==> src/rtl/tas_pkt_tx.sv <==
// Serial packet transmitter: shifts out header + four temperature bytes LSB first, data_ena framing each byte.
// Latency: first bit one cycle after accept; pkt_done at accept + 1 + (40 + 4*BYTE_GAP_BITS + PKT_GAP_BITS)*CLKS_PER_BIT.
// Backpressure: pkt_ready only in IDLE; inputs are ignored while a packet is in flight.
//
// Ports:
//   clk_50, reset      : clock (posedge) and asynchronous active-high reset
//   pkt_valid/ready    : packet handshake; pkt_header + pkt_temp latched on accept
//   serial_data        : serial bit, LSB first, zero outside byte windows
//   data_ena           : high for the 8 bit-times of each byte
//   busy               : packet in flight (cycle after accept through last PKT_GAP cycle)
//   pkt_done           : one-cycle pulse on the first IDLE cycle after a packet
//   exp_avg            : (t0+t1+t2+t3)>>2 of the last accepted packet
module tas_pkt_tx #(
  parameter int CLKS_PER_BIT  = 1,
  parameter int BYTE_GAP_BITS = 2,
  parameter int PKT_GAP_BITS  = 4
) (
  input  logic        clk_50,
  input  logic        reset,
  input  logic        pkt_valid,
  output logic        pkt_ready,
  input  logic [7:0]  pkt_header,
  input  logic [31:0] pkt_temp,
  output logic        serial_data,
  output logic        data_ena,
  output logic        busy,
  output logic        pkt_done,
  output logic [7:0]  exp_avg
);

  localparam logic [1:0] IDLE     = 2'd0;
  localparam logic [1:0] SEND_BIT = 2'd1;
  localparam logic [1:0] BYTE_GAP = 2'd2;
  localparam logic [1:0] PKT_GAP  = 2'd3;

  localparam logic [7:0]  BAUD_LAST = 8'(CLKS_PER_BIT - 1);
  localparam logic [15:0] BGAP_LAST = 16'(BYTE_GAP_BITS - 1);
  localparam logic [15:0] PGAP_LAST = 16'(PKT_GAP_BITS - 1);

  logic [1:0]  state;
  logic [7:0]  baud_cnt;
  logic [2:0]  bit_idx;
  logic [2:0]  byte_idx;
  logic [15:0] gap_cnt;
  logic [39:0] shift_buf;
  logic        out_of_reset;
  logic        accept;
  logic        baud_last;
  logic [9:0]  temp_sum;

  // Ready is held low until the first clock after reset release.
  assign pkt_ready   = out_of_reset && (state == IDLE);
  assign accept      = pkt_valid && pkt_ready;
  assign busy        = (state != IDLE);
  assign data_ena    = (state == SEND_BIT);
  // The current bit always sits at the bottom of the shift buffer.
  assign serial_data = data_ena && shift_buf[0];
  assign baud_last   = (baud_cnt == BAUD_LAST);

  // Ten bits hold the sum of four bytes without overflow.
  assign temp_sum = {2'b00, pkt_temp[7:0]}   + {2'b00, pkt_temp[15:8]} +
                    {2'b00, pkt_temp[23:16]} + {2'b00, pkt_temp[31:24]};

  always_ff @(posedge clk_50 or posedge reset) begin
    if (reset) begin
      state        <= IDLE;
      baud_cnt     <= '0;
      bit_idx      <= '0;
      byte_idx     <= '0;
      gap_cnt      <= '0;
      shift_buf    <= '0;
      out_of_reset <= 1'b0;
      pkt_done     <= 1'b0;
      exp_avg      <= '0;
    end else begin
      out_of_reset <= 1'b1;
      pkt_done     <= 1'b0;
      case (state)
        IDLE: begin
          if (accept) begin
            // Wire order header, t0..t3 falls out of shifting right from bit 0.
            shift_buf <= {pkt_temp, pkt_header};
            exp_avg   <= temp_sum[9:2];
            baud_cnt  <= '0;
            bit_idx   <= '0;
            byte_idx  <= '0;
            state     <= SEND_BIT;
          end
        end

        SEND_BIT: begin
          if (baud_last) begin
            baud_cnt  <= '0;
            shift_buf <= {1'b0, shift_buf[39:1]};
            if (bit_idx == 3'd7) begin
              bit_idx <= '0;
              gap_cnt <= '0;
              state   <= (byte_idx == 3'd4) ? PKT_GAP : BYTE_GAP;
            end else begin
              bit_idx <= bit_idx + 3'd1;
            end
          end else begin
            baud_cnt <= baud_cnt + 8'd1;
          end
        end

        BYTE_GAP: begin
          if (baud_last) begin
            baud_cnt <= '0;
            if (gap_cnt == BGAP_LAST) begin
              byte_idx <= byte_idx + 3'd1;
              state    <= SEND_BIT;
            end else begin
              gap_cnt <= gap_cnt + 16'd1;
            end
          end else begin
            baud_cnt <= baud_cnt + 8'd1;
          end
        end

        PKT_GAP: begin
          if (baud_last) begin
            baud_cnt <= '0;
            if (gap_cnt == PGAP_LAST) begin
              state    <= IDLE;
              pkt_done <= 1'b1;
            end else begin
              gap_cnt <= gap_cnt + 16'd1;
            end
          end else begin
            baud_cnt <= baud_cnt + 8'd1;
          end
        end

        default: state <= IDLE;
      endcase
    end
  end

endmodule

==> config.mk <==
export PLATFORM = sky130hd
export DESIGN_NAME = tas_pkt_tx
export DESIGN_NICKNAME = d
export VERILOG_FILES = /design/src/rtl/tas_pkt_tx.sv
export SDC_FILE = /design/constraint.sdc
export NUM_CORES = 1
export LEC_CHECK = 0
export ABC_AREA = 1
export BUFFER_PORTS_ARGS = -buffer_cell sky130_fd_sc_hd__buf_4
export CAP_MARGIN = 10
export CORE_UTILIZATION = 50
export DETAILED_ROUTE_END_ITERATION = 8
export PLACE_DENSITY = 0.76
export SETUP_SLACK_MARGIN = 0.3
export SLEW_MARGIN = 20
export SYNTH_ARGS = -nofsm -noshare
export SYNTH_HDL_FRONTEND = slang
export SYNTH_SLANG_ARGS = --single-unit
==> constraint.sdc <==
create_clock -name clk_50 -period 2.5 [get_ports clk_50]
set_input_delay 0.25 -clock clk_50 [delete_from_list [all_inputs] [get_ports clk_50]]
set_output_delay 0.25 -clock clk_50 [all_outputs]
set_load 0.005 [all_outputs]
==> impl_metrics.tcl, run 1 <==
set metrics [dict create \
    cap_violations 0 \
    ys_seq_elements 82 \
    n_antenna_cell 0 \
    start_util_pct 51.4 \
    cp_common_cell "fa_1" \
    netlist_instances 631 \
    rsz0062_at_grt "true" \
    crit_type "input pin to flip-flop" \
    num_rows 36 \
    highest_layer "met4" \
    cts_tree "yes" \
    async_flop_share_pct 100 \
    drcViolationCount 0 \
    cts_num_sinks 82 \
    max_stage_delay_ns 0.54 \
    final_core_util_pct 60.6 \
    cts_root_buf "clkbuf_8" \
    grt_usage_pct 22.5 \
    grt_pass1_vias 3935 \
    worstSetupStartpointType "input pin" \
    min-delay-start "pkt_temp[31]" \
    fillCellCount 849 \
    cp_cell_sequence "buf_8 > inv_4 > fa_1 > fa_1 > nand3b_1 > fa_2 > inv_2 > nand3_2 > nand2_4 > a21oi_4 > and2_1 > o21ai_1" \
    worstPathArrival_ns 2.53 \
    wl_um 10800 \
    status "finished clean" \
    wl_met3_um 400 \
    post-route-period-util_pct 89.3 \
    final_max_slew_viol_count 0 \
    clock_skew_ns 0.00824 \
    die_w_um 102 \
    ys.flop_type "dfrtp_1" \
    layout_commonest_cell "nand2_1" \
    synthesis.nets 705 \
    grt_pass1_wl_um 17900 \
    slowest_stage "fa_1" \
    dpl.hpwl_um 7670 \
    die_area_um2 10500 \
    clk_pin_slew_worst_paths_ns 0.09 \
    dpl_cell_area_um2 5630 \
    setup_viol 0 \
    io_buffers 55 \
    wl_per_cell_um 13.1 \
    gp_congestion 0.848 \
    syn_area_um2 5030 \
    area_growth_pct 17.9 \
    drt_iter0_drc 262 \
    crit_start "pkt_temp[1]" \
    avgSynthCellArea_um2 7.97 \
    cp_top_family "adder cells" \
    met2WireLength_um 5340 \
    ys_warn_count 0 \
    final_cell_mix "nand2_1, inv_1, dfrtp_1, buf_4, o21ai_1" \
    wl_met1_um 4830 \
    ant_nets 0 \
    grt_overflow 0 \
    fin_cells 826 \
    cts.htree.levels 3 \
    grt_max_degree 82 \
    synth_edf_count 0 \
    ios 56 \
    final_area_um2 5930 \
    ys_seq_area_share_pct 40.8 \
    dr.pass1.iters 5 \
    crit_path_end_kind "flip-flop" \
    r2r-start "state[0]" \
    cts_buffer_depth 2 \
    ir_drop_uv 629 \
    antenna_found_initial 0 \
    dieHeight_um 102 \
    synth_cell_types 34 \
    hp-class "input pin to flip-flop" \
    drive_gt1_share_pct 17.5 \
    power.density_nw_per_um2 985 \
    fp.coreArea_um2 9770 \
    hold_viol_final 0 \
    max_freq_mhz 448 \
    p_leak_nw 3.01 \
    insertion_delay_ns 0.37 \
    vias_per_cell 5.09 \
    final_net_count 762 \
    dp_cells 808 \
    numCtsBuffers 9 \
    timing.critical_path.buf_inv 3 \
    crit_fanout 3 \
    vias 4207 \
    fin_crit_ns 2.23 \
    worstPathRequired_ns 2.80 \
]
[state kept, by name, indices dropped and copies added, names as in the netlist]
signal        cells
state             2
pkt_done          1
byte_idx          3
baud_cnt          8
bit_idx           3
gap_cnt          16
shift_buf        40
exp_avg           8
out_of_reset      1
[synth_stat cells, types with 5 or more instances]
cell type	number	area share [%]
ha_1	15	3.7
dfrtp_1	82	41
o21ai_1	40	4.0
clkbuf_1	6	0.45
o211ai_1	39	5.8
inv_1	114	8.5
nand4_1	5	0.62
buf_4	5	0.75
buf_2	9	0.90
nand3b_1	5	0.75
fa_1	16	6.4
a21oi_1	11	1.1
xor2_1	14	2.4
nand2_1	153	11
o21ai_0	17	1.7
nor2_1	34	2.5
nand3_1	31	3.1
[metal layers]
metal  global-route usage (%)  vias to the layer above
met5                        0                        -
met4                     11.6                        0
met3                     3.63                       18
met2                     36.2                       87
met1                     29.4                     1981
li1                         -                     2121
[final timing paths]
path                                      end  slack (ns)  cells after the start
worst max-delay path               exp_avg[5]        0.27                     12
worst min-delay path            shift_buf[39]        0.14                      3
worst max register to register   shift_buf[1]        0.57                      6
worst min register to register     exp_avg[0]        0.51                      2
max in group asynchronous         baud_cnt[4]        1.37                      4
min in group asynchronous          gap_cnt[9]        0.46                      3
[power by group]
group / internal, mW / switching, mW
Combinational: 1.07 / 1.75
Clock: 0.488 / 0.505
Sequential: 1.80 / 0.223
[repair_timing]
action	CTS	global route
setup endpoints to repair	3	5
endpoints found under the hold margin	18	0
hold buffers	1	0
pin swaps	1	16
setup buffers	0	1
resized for setup	1	21
[cell type report]
class                   count  area, um2  share of cell area, %
multi-input cells         411       2510                   42.3
flip-flops and latches     82       2050                   34.6
well taps                 133        166                   2.81
repair buffers             67        542                   9.14
clock buffers              10        138                   2.32
clock inverters             6       66.3                   1.12
inverters                 117        453                   7.64
[per-stage QoR]
stage / TNS (ns) / hold slack (ns) / setup WS, ns / total power, mW
4_1_cts: 0 / 0.128 / 0.314 / 5.79
3_3_place_gp: -0.313 / 0.304 / -0.0983 / 4.66
3_5_place_dp: -0.621 / 0.310 / -0.144 / 4.77
6_report: 0 / 0.136 / 0.268 / 5.84
2_1_floorplan: 0 / 0.371 / 0.137 / 4.07
5_1_grt: 0 / 0.151 / 0.212 / 6.35
[worst reg2reg max path, stage by stage, from the launching register on]
cell and delay, ns:
dfrtp_1 0.49, nor2_4 0.24, nand3_2 0.31, nand2_2 0.20
buf_12 0.30, o211ai_1 0.19, o21ai_1 0.12
[logic make-up after synthesis]
group	Yosys count	share of synthesized area, %
AND/OR/NAND/NOR	247	21.4
buffers and inverters	138	10.9
AO/OA/AOI/OAI	114	13.6
flip-flops	82	40.8
adder cells (fa/ha/maj)	31	10.1
XOR/XNOR	18	3.14
other	1	0.0746
Note: power is estimated with default switching activity, not from simulation.
==> run 2: changes to the inputs <==
--- a/config.mk
+++ b/config.mk
@@ -8,6 +8,7 @@
 export ABC_AREA = 1
 export BUFFER_PORTS_ARGS = -buffer_cell sky130_fd_sc_hd__buf_4
 export CAP_MARGIN = 10
+export CORE_ASPECT_RATIO = 0.75
 export CORE_UTILIZATION = 50
 export DETAILED_ROUTE_END_ITERATION = 8
 export PLACE_DENSITY = 0.76
==> run 2 against run 1 <==
- clock power grew 64%
- register-to-register slack lost 0.08 ns
- clock skew shrank 0.0012 ns
- sequential share of layout area shrank 1.0 points
- non-clock buffer count is the same
- largest power group unchanged
- fmax shrank 2.4%
- total power grew 13%
==> impl_metrics.tcl, run 2 (synthesis gave the netlist of run 1 again) <==
set metrics [dict create \
    status "finished clean" \
    hp-class "input pin to asynchronous set/reset pin" \
    die_w_um 118 \
    start_util_pct 51.8 \
    grt_overflow 0 \
    grt_max_degree 83 \
    post-route-period-util_pct 91.5 \
    max_stage_delay_ns 0.55 \
    swShare_pct 39.5 \
    rsz0062_at_grt "true" \
    fin_crit_ns 2.29 \
    drcViolationCount 0 \
    slowest_stage "fa_1" \
    fin_ws_ns 0.212 \
    grt_usage_pct 22.7 \
    cp_cell_sequence "buf_8 > inv_8 > fa_1 > fa_1 > nand3b_1 > fa_2 > inv_2 > nand3_2 > nand2_4 > a21oi_4 > and2_1 > o21ai_1" \
    wl_um 11400 \
    wl_per_cell_um 13.8 \
    area_growth_pct 21.4 \
    fillCellCount 787 \
    grt_pass1_vias 3833 \
    final_cell_mix "nand2_1, inv_1, dfrtp_1, buf_4, o21ai_1" \
    insertion_delay_ns 0.34 \
    ir_drop_uv 649 \
    worstPathArrival_ns 2.56 \
    largest_register "shift_buf" \
    worstSetupStartpointType "input pin" \
    max_freq_mhz 437 \
    cap_violations 0 \
    final_max_slew_viol_count 0 \
    ff2ff_setup_slack_ns 0.49 \
    p_leak_nw 3.10 \
    grt_pass1_wl_um 18600 \
    antenna_found_initial 0 \
    clk_pin_slew_worst_paths_ns 0.06 \
    setup_viol 0 \
    ios 56 \
    cts.htree.levels 3 \
    cts_root_buf "clkbuf_16" \
    cts_tree "yes" \
    p_seq_share_pct 30.7 \
    dpl.hpwl_um 7750 \
    fp.coreArea_um2 9700 \
    crit_type "input pin to flip-flop" \
    cp_common_cell "fa_1" \
    dr.pass1.iters 5 \
    pwr-share-comb_pct 44.5 \
    finalSetupTns_ns 0 \
    p_switching_mw 2.60 \
    reg.largest.list "shift_buf x40, gap_cnt x16" \
    hold_viol_final 0 \
    ant_nets 0 \
    clockPowerShare_pct 24.7 \
    vias_per_cell 5.13 \
    gp_congestion 0.860 \
    cts_num_sinks 82 \
    dieHeight_um 88.8 \
    power.internal_mw 3.99 \
    worstPathRequired_ns 2.77 \
    crit_fanout 3 \
    clock_skew_ns 0.00702 \
    dp_slack_ns -0.140 \
    cts_buffer_depth 2 \
    drive_gt1_share_pct 17.6 \
    largest_register_ffs 40 \
    numCtsBuffers 9 \
    n_antenna_cell 0 \
    final_net_count 762 \
    crit_path_end_kind "flip-flop" \
    die_area_um2 10500 \
    vias 4234 \
    power.density_nw_per_um2 1080 \
    num_rows 31 \
    layout_commonest_cell "nand2_1" \
    io_buffers 55 \
    drt_iter0_drc 393 \
]
## run 2: final cells by class
class                      instances  area (um2)  area share [%]
clock buffer                       9         225            3.69
clock inverter                     7         141            2.32
inverter                         117         450            7.38
multi-input combinational        411        2520            41.2
sequential                        82        2050            33.6
tap                              132         165            2.71
timing repair buffer              67         552            9.04
## run 2: repair_timing
| item | 4_1_cts | 5_1_grt |
|---|---|---|
| pin swaps | 3 | 10 |
| hold buffers | 0 | 0 |
| endpoints found under the setup margin | 6 | 7 |
| gates resized for setup | 3 | 19 |
| buffers inserted | 0 | 1 |
## run 2: stage by stage
step | area (um2) | power [mW] | cells | hold slack (ns) | util (%)
6_report | 6100 | 6.59 | 825 | 0.0266 | 62.9
5_1_grt | 6100 | 7.08 | 825 | 0.0821 | 62.9
4_1_cts | 6030 | 6.50 | 824 | 0.0499 | 62.2
3_5_place_dp | 5650 | 4.82 | 808 | 0.413 | 58.3
3_3_place_gp | 5650 | 4.71 | 808 | 0.414 | 58.3
2_1_floorplan | 5060 | 4.07 | 631 | 0.371 | -
## run 2: metal layers
layer	global-route usage (%)	vias to the layer above	wire [um]
li1	-	2117	-
met1	34.4	2005	5690
met2	33.3	100	5070
met3	3.80	12	534
met4	6.64	0	124
met5	0	-	0
## run 2: worst paths after layout
path                                  to          from  depth (start not counted)
max in group asynchronous   out_of_reset         reset                          3
min                         shift_buf[5]         reset                          3
max                           exp_avg[5]  pkt_temp[17]                         12
max reg2reg                shift_buf[23]      state[0]                          6
min reg2reg                   exp_avg[6]    exp_avg[6]                          2
min in group clk_50        shift_buf[39]  pkt_temp[31]                          3
## run 2: critical path: cells and delay by family
kind | cells | cell delay (ns)
fa+ha+maj | 3 | 1.38
simple gates | 4 | 0.57
buf+inv | 3 | 0.19
compound gates | 2 | 0.16
## run 2: power by group through the flow
stage	combinational [mW]	clock, mW	sequential, mW
detailed placement	2.78	0	2.04
CTS	2.83	1.65	2.02
floorplan	2.07	0	1.99
finish	2.93	1.63	2.02
global placement	2.69	0	2.02
global route	3.31	1.70	2.07
